[src/rtl/alu_share_arbiter.sv]
// Round-robin arbiter sharing one 16-bit combinational ALU between two requesters.
// Each command runs IDLE -> EXEC -> RESP, and the result returns on the winner's response channel.
module alu_share_arbiter #(
    parameter int DATA_W = 16,
    parameter int OP_W   = 4
) (
    input  logic              clk,
    input  logic              rst_n,
    input  logic              req0_valid,
    output logic              req0_ready,
    input  logic [DATA_W-1:0] req0_a,
    input  logic [DATA_W-1:0] req0_b,
    input  logic [OP_W-1:0]   req0_op,
    output logic              rsp0_valid,
    input  logic              rsp0_ready,
    input  logic              req1_valid,
    output logic              req1_ready,
    input  logic [DATA_W-1:0] req1_a,
    input  logic [DATA_W-1:0] req1_b,
    input  logic [OP_W-1:0]   req1_op,
    output logic              rsp1_valid,
    input  logic              rsp1_ready,
    output logic [DATA_W-1:0] rsp_data,
    output logic              busy
);

    localparam logic [1:0] ST_IDLE = 2'd0;
    localparam logic [1:0] ST_EXEC = 2'd1;
    localparam logic [1:0] ST_RESP = 2'd2;

    // Shift amounts use the full b operand, so any b of DATA_W or more clears the result.
    function automatic logic [DATA_W-1:0] alu_eval(
        input logic [DATA_W-1:0] a,
        input logic [DATA_W-1:0] b,
        input logic [OP_W-1:0]   op
    );
        logic [DATA_W-1:0] r;
        r = '0;
        case (op)
            4'b0000: r = a + b;
            4'b0001: r = a - b;
            4'b0010: r = a & b;
            4'b0011: r = a | b;
            4'b0100: r = a ^ b;
            4'b0101: r = (b >= DATA_W'(DATA_W)) ? '0 : (a << b);
            4'b0110: r = (b >= DATA_W'(DATA_W)) ? '0 : (a >> b);
            4'b0111: r = ~a;
            4'b1000: r = (a < b) ? DATA_W'(1) : '0;
            4'b1001: r = (a > b) ? DATA_W'(1) : '0;
            default: r = '0;
        endcase
        return r;
    endfunction

    logic [1:0]        state_q, state_d;
    logic [DATA_W-1:0] a_q, a_d;
    logic [DATA_W-1:0] b_q, b_d;
    logic [OP_W-1:0]   op_q, op_d;
    logic              grant_id_q, grant_id_d;
    logic              last_grant_q, last_grant_d;
    logic [1:0]        rsp_valid_q, rsp_valid_d;
    logic [DATA_W-1:0] rsp_data_q, rsp_data_d;
    logic [1:0]        req_ready_s;
    logic              winner_s;
    logic              rsp_fire_s;

    // Next-state, arbitration and datapath capture.
    always_comb begin
        state_d      = state_q;
        a_d          = a_q;
        b_d          = b_q;
        op_d         = op_q;
        grant_id_d   = grant_id_q;
        last_grant_d = last_grant_q;
        rsp_valid_d  = rsp_valid_q;
        rsp_data_d   = rsp_data_q;
        req_ready_s  = 2'b00;
        rsp_fire_s   = grant_id_q ? rsp1_ready : rsp0_ready;

        // On a tie the port that was not served last wins.
        if (req0_valid && req1_valid) begin
            winner_s = ~last_grant_q;
        end else if (req1_valid) begin
            winner_s = 1'b1;
        end else begin
            winner_s = 1'b0;
        end

        case (state_q)
            ST_IDLE: begin
                if (req0_valid || req1_valid) begin
                    req_ready_s = winner_s ? 2'b10 : 2'b01;
                    a_d         = winner_s ? req1_a  : req0_a;
                    b_d         = winner_s ? req1_b  : req0_b;
                    op_d        = winner_s ? req1_op : req0_op;
                    grant_id_d  = winner_s;
                    state_d     = ST_EXEC;
                end else begin
                    state_d = ST_IDLE;
                end
            end
            ST_EXEC: begin
                rsp_data_d  = alu_eval(a_q, b_q, op_q);
                rsp_valid_d = grant_id_q ? 2'b10 : 2'b01;
                state_d     = ST_RESP;
            end
            ST_RESP: begin
                if (rsp_fire_s) begin
                    rsp_valid_d  = 2'b00;
                    last_grant_d = grant_id_q;
                    state_d      = ST_IDLE;
                end else begin
                    state_d = ST_RESP;
                end
            end
            default: begin
                rsp_valid_d = 2'b00;
                state_d     = ST_IDLE;
            end
        endcase
    end

    // State and datapath registers; last_grant resets to 1 so port 0 wins the first tie.
    always_ff @(posedge clk or negedge rst_n) begin
        if (!rst_n) begin
            state_q      <= ST_IDLE;
            a_q          <= '0;
            b_q          <= '0;
            op_q         <= '0;
            grant_id_q   <= 1'b0;
            last_grant_q <= 1'b1;
            rsp_valid_q  <= 2'b00;
            rsp_data_q   <= '0;
        end else begin
            state_q      <= state_d;
            a_q          <= a_d;
            b_q          <= b_d;
            op_q         <= op_d;
            grant_id_q   <= grant_id_d;
            last_grant_q <= last_grant_d;
            rsp_valid_q  <= rsp_valid_d;
            rsp_data_q   <= rsp_data_d;
        end
    end

    assign req0_ready = req_ready_s[0];
    assign req1_ready = req_ready_s[1];
    assign rsp0_valid = rsp_valid_q[0];
    assign rsp1_valid = rsp_valid_q[1];
    assign rsp_data   = rsp_data_q;
    assign busy       = (state_q != ST_IDLE);

endmodule

[config.mk]
export PLATFORM = sky130hd
export DESIGN_NAME = alu_share_arbiter
export DESIGN_NICKNAME = d
export VERILOG_FILES = /design/src/rtl/alu_share_arbiter.sv
export SDC_FILE = /design/constraint.sdc
export NUM_CORES = 1
export LEC_CHECK = 0
export CELL_PAD_IN_SITES_DETAIL_PLACEMENT = 0
export CELL_PAD_IN_SITES_GLOBAL_PLACEMENT = 2
export CORE_MARGIN = 4
export CORE_UTILIZATION = 35
export DETAILED_ROUTE_END_ITERATION = 6
export PLACE_DENSITY = 0.94
export SLEW_MARGIN = 20
export SYNTH_ARGS = -nofsm -noshare
export SYNTH_HDL_FRONTEND = slang
export SYNTH_SLANG_ARGS = --single-unit
[constraint.sdc]
create_clock -name clk -period 7.65 [get_ports clk]
set_input_delay 1.53 -clock clk [delete_from_list [all_inputs] [get_ports clk]]
set_output_delay 1.53 -clock clk [all_outputs]
set_load 0.05 [all_outputs]
==> impl_metrics.tcl <==
set metrics [dict create \
    vias 6387 \
    rsz0062_at_grt "no" \
    vdd_drop_max_v 0.000318 \
    arrival_ns 3.83 \
    rows 48 \
    drcViolationCount 0 \
    crit_path_start "req0_valid" \
    routed_wl_mm 22.6 \
    grt_first_pass_wirelength_mm 34.5 \
    status "finished clean" \
    first_pass_iters 6 \
    ctsHoldBuffers 0 \
    wl_per_cell_um 21.4 \
    ant_nets 0 \
    die_area_um2 19900 \
    area_growth_pct 24.6 \
    power.total_mw 3.95 \
    finalHoldViolations 0 \
    ys_types 70 \
    netlist_instances 761 \
    die_h_um 141 \
    synth-seq-cells 58 \
    antenna_found_initial 0 \
    clock_latency_ns 0.35 \
    synth.most_common_cell "inv_1" \
    drive_above_1_share_pct 7.79 \
    dp_hpwl_mm 16.5 \
    grt_use_total_pct 22.2 \
    rr_worst_depth 11 \
    ys_top_cells_by_count "inv_1 (79), nand2_1 (61), dfrtp_1 (57), o21ai_0 (52)" \
    synth_edf_count 0 \
    numCtsBuffers 9 \
    n_antenna_cell 0 \
    min_path_cells 2 \
    initial_utilization_pct 35.8 \
    required_ns 6.12 \
    pin_count 99 \
    port-buffer-count 98 \
    root_buffer "clkbuf_16" \
    r2r_end "rsp_data[15]" \
    synth_top_cell_by_area "dfrtp_1" \
    p_leak_nw 3.26 \
    synth_ff_type "dfrtp_1" \
    nNetsFinal 957 \
    gp_congestion 0.939 \
    met1_usage_pct 31.3 \
    max_cap_viol_count 0 \
    drtIter0Drc 658 \
    pwr_density_cell_nw_per_um2 511 \
    synthTopCellsByArea "dfrtp_1 (23%), ha_1 (9.7%), mux2i_1 (7.1%)" \
    cp_max_fo 26 \
    syn_avg_cell_area_um2 8.16 \
    min_path_type "flip-flop to flip-flop" \
    skew_ns 0.00901 \
    hold_start "rsp_data[4]" \
    overflow 0 \
    cts_resized 0 \
    fin_crit_ns 5.36 \
    slew_headroom_pct 28.0 \
    use_met2_pct 32.5 \
    post-route-cell-area_um2 7740 \
    top_usage_layer "met2" \
    syn_area_um2 6210 \
    end_kind "output pin" \
    ys_async_sr_fraction_pct 100 \
    ys_seq_area_share_pct 23.4 \
    timing.setup.tns_ns 0 \
    cts.sinks 58 \
    setup_viol 0 \
    grt_pass1_vias 5964 \
    core-area_um2 17400 \
    synth_nets 889 \
    cts_tree "yes" \
    clock_path_buffers 2 \
    timing.fmax_mhz 187 \
    htreeDepth 3 \
    critPathKind "input port to output pin" \
    met3_usage_pct 4.68 \
    die_w_um 141 \
    hold_slack_ns 0.481 \
    rr_startpoint "b_q[1]" \
    place_area_um2 7380 \
    grt_max_degree 59 \
    yosysWarningCount 0 \
    postCtsSetupBuffers 0 \
    r2r_slack_ns 4.12 \
    drv_slew 0 \
    fin_crit_sh_pct 70.0 \
    cp-start-kind "input port" \
    viasPerCell 6.03 \
    path_clk_slew_ns 0.06 \
    min_to "rsp_data[4]" \
    yosysTopAreaCellShare_pct 23.0 \
    tightest_slew_ns 1.08 \
]
[metal layers]
metal | routed length [um] | part of all wire (%)
met5 | 0 | 0
met4 | 909 | 4.0
met3 | 1730 | 7.6
met2 | 9550 | 42
met1 | 10500 | 46
[placed cells by master (no fill, tap or decap), types with 15 or more instances in the layout]
| cell | synthesis | layout |
|---|---|---|
| a21oi_1 | 48 | 48 |
| inv_1 | 79 | 79 |
| o22ai_1 | 15 | 15 |
| o21ai_0 | 52 | 52 |
| dfrtp_1 | 57 | 57 |
| nand3_1 | 21 | 21 |
| nand2_1 | 61 | 61 |
| a222oi_1 | 26 | 26 |
| clkdlybuf4s50_1 | 0 | 97 |
| ha_1 | 48 | 48 |
| mux2i_1 | 44 | 44 |
| nor2_1 | 42 | 41 |
[power by group]
part	switching (mW)	internal, mW
Clock	0.167	0.321
Combinational	1.67	1.06
Sequential	0.293	0.446
Total	2.13	1.83
[kinds of logic (layout without fill, tap and decap cells)]
logic type	count (synthesis)	count (layout)	synth area share (%)
AOI/OAI and AO/OA	253	253	28.2
and+or+nand+nor	194	194	15.8
buffers and inverters	134	207	8.32
DFF	58	58	23.4
adders and majority gates	50	50	10.3
xor gates and xnor gates	8	8	1.13
muxes	64	64	12.9
[layout make-up]
| cell class | count | area (um2) |
|---|---|---|
| fill | 1739 | 9620 |
| multi-input combinational | 569 | 4270 |
| sequential | 58 | 1450 |
| timing repair buffer | 112 | 1080 |
| inverter | 79 | 297 |
| tap | 225 | 282 |
| clock buffer | 9 | 225 |
| clock inverter | 7 | 125 |
[flip-flops by register name, indices dropped and copies added, names as in the netlist]
| register | count |
|---|---|
| last_grant_q | 1 |
| a_q | 16 |
| op_q | 4 |
| rsp_data | 16 |
| grant_id_q | 1 |
| rsp_valid_q | 2 |
| state_q | 2 |
| b_q | 16 |
[worst max path at each step]
stage / end / slack (ns)
detailed placement: req0_ready / 1.89
global placement: req0_ready / 1.88
CTS: req0_ready / 1.88
global route: req0_ready / 2.17
floorplan: req1_ready / 3.29
finish: req0_ready / 2.29
[critical path, cell delays in order]
cell and delay (ns):
clkdlybuf4s50_1 0.53, a21boi_1 0.08, buf_4 0.21, nor2_4 0.54
clkdlybuf4s50_1 0.93
[through the flow]
stage	util [%]	std cells	setup slack [ns]
2_1_floorplan	-	761	3.29
3_5_place_dp	42.5	1043	1.89
5_1_grt	44.6	1059	2.17
3_3_place_gp	42.5	1043	1.88
6_report	44.6	1059	2.29
4_1_cts	44.5	1059	1.88
Power figures use the tool's default switching activity.
